<file path="src/rtl/fetch_unit.sv">
// Instruction fetch front end. It owns the PC and keeps at most one
// instruction-memory request outstanding. Fetched instructions go to decode
// through a one-entry output buffer. A jump from execute redirects the PC,
// kills any in-flight fetch and flushes the younger pipeline stages.
//
// Handshakes:
//   imem: a request is accepted in a cycle where imem_req_o && imem_gnt_i.
//         A grant while imem_req_o=0 is ignored. Exactly one imem_rvalid_i
//         follows each accepted request, in order. An rvalid that arrives
//         outside RESP (for example a stray response after reset) is ignored.
//   decode: an instruction transfers in a cycle where inst_valid_o &&
//         inst_ready_i. inst_o/inst_addr_o hold stable while inst_valid_o=1
//         and inst_ready_i=0, unless a jump flushes the buffer.
module fetch_unit #(
   parameter logic [31:0] RESET_ADDR = 32'h0000_0000,
   parameter logic [31:0] NOP_INST   = 32'h0000_0013
) (
   input  logic        clk,
   input  logic        rst,
   input  logic        jump_en_i,
   input  logic [31:0] jump_addr_i,
   input  logic        hold_flag_i,
   output logic        imem_req_o,
   output logic [31:0] imem_addr_o,
   input  logic        imem_gnt_i,
   input  logic        imem_rvalid_i,
   input  logic [31:0] imem_rdata_i,
   output logic [31:0] inst_o,
   output logic [31:0] inst_addr_o,
   output logic        inst_valid_o,
   input  logic        inst_ready_i,
   output logic        flush_o,
   output logic [31:0] pc_o,
   output logic [1:0]  dbg_state
);

   typedef enum logic [1:0] {
      ST_START = 2'd0,
      ST_REQ   = 2'd1,
      ST_RESP  = 2'd2
   } state_t;

   state_t      state_q, state_d;
   logic [31:0] pc_q;
   logic [31:0] addr_q;
   logic        kill_q;
   logic        buf_valid_q;
   logic [31:0] buf_inst_q;
   logic [31:0] buf_addr_q;

   logic        req_fire;
   logic        resp_fire;
   logic        capture;
   logic        drain;
   logic [31:0] jump_target;
   logic        unused_jump_lsb;

   // Jump targets are forced to word alignment; the low two bits carry no meaning here.
   assign jump_target     = {jump_addr_i[31:2], 2'b00};
   assign unused_jump_lsb = ^jump_addr_i[1:0];

   // State register; reset lands in START so no request is issued on the release cycle.
   always_ff @(posedge clk or negedge rst) begin
      if (!rst) state_q <= ST_START;
      else      state_q <= state_d;
   end

   // Next-state logic. A grant that coincides with a jump still moves to RESP,
   // because that response will arrive and must be absorbed (kill is set).
   always_comb begin
      state_d = state_q;
      case (state_q)
         ST_START: state_d = ST_REQ;
         ST_REQ:   if (req_fire) state_d = ST_RESP;
         ST_RESP:  if (imem_rvalid_i) state_d = ST_REQ;
         default:  state_d = ST_START;
      endcase
   end

   // Output and handshake decode. A new request needs room in the output buffer:
   // either it is empty or decode drains it this cycle.
   always_comb begin
      drain       = buf_valid_q && inst_ready_i;
      imem_req_o  = (state_q == ST_REQ) && !hold_flag_i && (!buf_valid_q || inst_ready_i);
      req_fire    = imem_req_o && imem_gnt_i;
      resp_fire   = (state_q == ST_RESP) && imem_rvalid_i;
      capture     = resp_fire && !kill_q && !jump_en_i;
      imem_addr_o = pc_q;
      pc_o        = pc_q;
      flush_o     = jump_en_i;
      inst_valid_o = buf_valid_q;
      inst_o      = buf_valid_q ? buf_inst_q : NOP_INST;
      inst_addr_o = buf_addr_q;
      dbg_state   = state_q;
   end

   // PC: a jump wins over the post-grant increment; the increment wraps modulo 2^32.
   always_ff @(posedge clk or negedge rst) begin
      if (!rst)           pc_q <= RESET_ADDR;
      else if (jump_en_i) pc_q <= jump_target;
      else if (req_fire)  pc_q <= pc_q + 32'd4;
   end

   // Remember the address of the outstanding request so the response can be tagged.
   always_ff @(posedge clk or negedge rst) begin
      if (!rst)          addr_q <= RESET_ADDR;
      else if (req_fire) addr_q <= pc_q;
   end

   // Kill marks the outstanding response as stale. It is cleared when that response
   // arrives; a jump with no response this cycle (in RESP, or on a grant) sets it.
   always_ff @(posedge clk or negedge rst) begin
      if (!rst)
         kill_q <= 1'b0;
      else if (resp_fire)
         kill_q <= 1'b0;
      else if (jump_en_i && ((state_q == ST_RESP) || req_fire))
         kill_q <= 1'b1;
   end

   // Output buffer: a jump flushes it, a fresh capture beats a same-cycle drain.
   always_ff @(posedge clk or negedge rst) begin
      if (!rst) begin
         buf_valid_q <= 1'b0;
         buf_inst_q  <= NOP_INST;
         buf_addr_q  <= 32'h0;
      end else if (jump_en_i) begin
         buf_valid_q <= 1'b0;
      end else if (capture) begin
         buf_valid_q <= 1'b1;
         buf_inst_q  <= imem_rdata_i;
         buf_addr_q  <= addr_q;
      end else if (drain) begin
         buf_valid_q <= 1'b0;
      end
   end

endmodule
</file>
<file path="config.mk">
export PLATFORM = sky130hd
export DESIGN_NAME = fetch_unit
export DESIGN_NICKNAME = d
export VERILOG_FILES = /design/src/rtl/fetch_unit.sv
export SDC_FILE = /design/constraint.sdc
export NUM_CORES = 1
export LEC_CHECK = 0
export ABC_AREA = 1
export CORE_ASPECT_RATIO = 0.9
export CORE_MARGIN = 3
export CORE_UTILIZATION = 30
export CTS_BUF_LIST = sky130_fd_sc_hd__clkbuf_16
export DETAILED_ROUTE_END_ITERATION = 8
export PLACE_DENSITY = 0.53
export SLEW_MARGIN = 25
export SYNTH_ARGS = -nofsm -noshare
export SYNTH_HDL_FRONTEND = slang
export SYNTH_SLANG_ARGS = --single-unit
</file>
<file path="constraint.sdc">
create_clock -name clk -period 1.8 [get_ports clk]
set_input_delay 0.18 -clock clk [delete_from_list [all_inputs] [get_ports clk]]
set_output_delay 0.18 -clock clk [all_outputs]
set_load 0.01 [all_outputs]
</file>
==> flow_metrics.py <==
metrics = {
    "global_routing": {
        "grt_pass1_vias": 5484,
        "grt_pass1_wl_mm": 29.3,
        "globalRouteOverflowTotal": 0,
        "antenna_found_initial": 0,
        "track_usage_pct": 16.0,
        "grt_max_degree": 75,
    },
    "setup_path": {
        "r2r.worst_path.cells": 9,
        "r2r-start": "imem_addr_o[2]",
        "reg2reg_slack_ps": 120,
        "worstPathArrival_ps": 1520,
        "critPathLaunch": "imem_addr_o[20]",
        "crit_chain": "clkdlybuf4s50_1",
        "critical_path.top_delay_family": "buffers and inverters",
        "r2r-end": "imem_addr_o[20]",
        "criticalPathCategory": "flop to output port",
        "cp_num_buf_inv": 1,
        "path_depth": 1,
        "crit_path_end_kind": "output port",
        "critical_path.max_stage_delay_ps": 610,
        "required_ps": 1620,
        "endpoint": "imem_addr_o[20]",
        "crit_fanout": 6,
        "cpMaxStageDelayCell": "clkdlybuf4s50_1",
        "critPathLaunchType": "flop",
    },
    "routing": {
        "via_per_inst": 4.22,
        "drc": 0,
        "drt_iter0_drc": 243,
        "drtAntennaViolNets": 0,
        "wl_per_cell_um": 13.7,
        "wl_mm": 18.2,
        "firstDrtPassIters": 4,
        "num_vias": 5618,
    },
    "cts": {
        "clk_pin_slew_ps": 60,
        "cts_root_buf": "clkbuf_16",
        "clk_path_buf_depth": 2,
        "clkLatencyLatePin_ps": 410,
        "htree_num_levels": 4,
        "cts_tree": "yes",
        "clkSinkCount": 126,
        "numCtsBuffers": 17,
    },
    "layout": {
        "drive_gt1_share_pct": 7.28,
        "final_nets": 1103,
        "n_antenna_cell": 0,
        "most-common-layout-cells": "nand2_1, clkdlybuf4s50_1, inv_1, dfrtp_1, o21ai_0",
        "final_common_cell": "nand2_1",
        "synthToLayoutAreaGrowth_pct": 44.5,
    },
    "floorplanning": {
        "pin_count": 204,
        "die_h_um": 145,
        "die_w_um": 160,
        "std_cell_rows": 50,
        "die_area_mm2": 0.0232,
        "initial_utilization_pct": 30.7,
        "core-area_mm2": 0.0209,
    },
    "pwr": {
        "ir_drop_mv": 0.475,
        "leakage_nw": 5.02,
        "total_power_w": 0.00915,
        "p_per_area_mw_per_mm2": 988,
    },
    "min_path": {
        "hp-class": "input pin to asynchronous set/reset pin",
    },
    "logic_synthesis": {
        "yosysWarnings": 0,
        "synth.distinct_cells": 29,
        "ys_seq_area_share_pct": 49.3,
        "syn-cell-area_mm2": 0.00641,
        "syn_area_per_cell_um2": 7.53,
        "synth_cells": 851,
        "synth_seq_cells": 126,
    },
    "placement": {
        "place_congestion": 0.803,
        "hpwl_mm": 13.2,
        "numPortBuffers": 195,
    },
    "timing": {
        "holdWs_ps": 228,
        "setup_violations": 0,
        "max_freq_ghz": 0.587,
        "slew_violations": 0,
        "rsz0062_at_grt": "yes",
        "finalHoldViolations": 0,
        "finClkSkew_ps": 8.68,
        "finalCritPeriodShare_pct": 94.6,
        "final.min_clock_period_ps": 1700,
    },
    "run": {
        "cap_violations": 0,
    },
    "status": {
        "status": "complete, no violations",
    },
}
==> state kept, by name (all words and copies together), names as in the netlist <==
signal        cells
addr_q           30
buf_inst_q       32
dbg_state         2
imem_addr_o      30
inst_addr_o      30
inst_valid_o      1
kill_q            1
==> synth_stat cells, drive strengths merged <==
| library cell | number | area [um^2] |
|---|---|---|
| o22ai | 1 | 6.26 |
| and2 | 2 | 12.5 |
| buf | 49 | 390 |
| o31ai | 1 | 7.51 |
| conb | 1 | 3.75 |
| nor3b | 1 | 12.5 |
| dfrtp | 123 | 3080 |
| nor2 | 46 | 199 |
| xor2 | 2 | 17.5 |
| inv | 151 | 567 |
| o21ai | 118 | 591 |
| nand2 | 273 | 1030 |
| dfstp | 3 | 78.8 |
| a21oi | 2 | 10.0 |
| nand3 | 54 | 288 |
| o211ai | 1 | 7.51 |
| clkbuf | 18 | 67.6 |
| or2 | 3 | 18.8 |
| ha | 1 | 12.5 |
| xnor2 | 1 | 8.76 |
==> layer usage <==
metal  GRT usage, %  up-vias  share of wire, %
li1               -     2910                 -
met1           22.8     2524                51
met2           24.1      167                43
met3           3.98       17               5.1
met4           4.98        0               1.3
met5              0        -                 0
==> repair_timing <==
action / in CTS / in global routing
endpoints found under the hold margin: 21 / 0
hold buffers: 1 / 0
pin swaps: 1 / 0
cloned: 0 / 0
endpoints found under the setup margin: 32 / 47
resized for setup: 6 / 44
setup buffers: 1 / 4
==> worst min-delay path by stage <==
stage          from  slack [ps]             end
4_1_cts         rst         230  buf_inst_q[27]
3_3_place_gp    rst         110  buf_inst_q[27]
3_5_place_dp    rst         120  buf_inst_q[27]
6_report        rst         230  buf_inst_q[27]
2_1_floorplan   rst        -120      addr_q[10]
5_1_grt         rst         260  buf_inst_q[27]
==> layout make-up <==
class,count,area (um^2)
repair buffers,223,2330
inverters,151,567
fillers,2171,11600
multi-input cells,512,2270
well taps,286,358
flip-flops and latches,126,3160
clock inverters,15,155
clock buffers,17,425
==> stage by stage <==
step	area [um^2]	utilization (%)	worst slack, ps	cells	TNS (ps)
after CTS	9110	43.6	-112	1326	-2590
after global placement	8510	40.7	121	1292	0
after global routing	9260	44.3	-2.43	1330	-2.43
after floorplan	6430	-	296	856	0
after detailed placement	8510	40.7	104	1292	0
final	9260	44.3	97.1	1330	0
==> logic make-up (layout without fill, tap and decap cells) <==
group	count (synthesis)	in the layout	synth area share, %
AND/OR/NAND/NOR	379	379	24.4
AO/OA/AOI/OAI	123	123	9.70
adder cells (fa/ha/maj)	1	1	0.195
XOR/XNOR	3	3	0.410
other	1	6	0.0585
buffers and inverters	218	406	16.0
flip-flops	126	126	49.3
==> where the power goes <==
| part | internal, W | leakage, nW | switching, W |
|---|---|---|---|
| Combinational | 0.000991 | 3.11 | 0.000952 |
| Clock | 0.00214 | 0.284 | 0.00127 |
| Sequential | 0.00339 | 1.63 | 0.000403 |
Power figures use the tool's default switching activity.
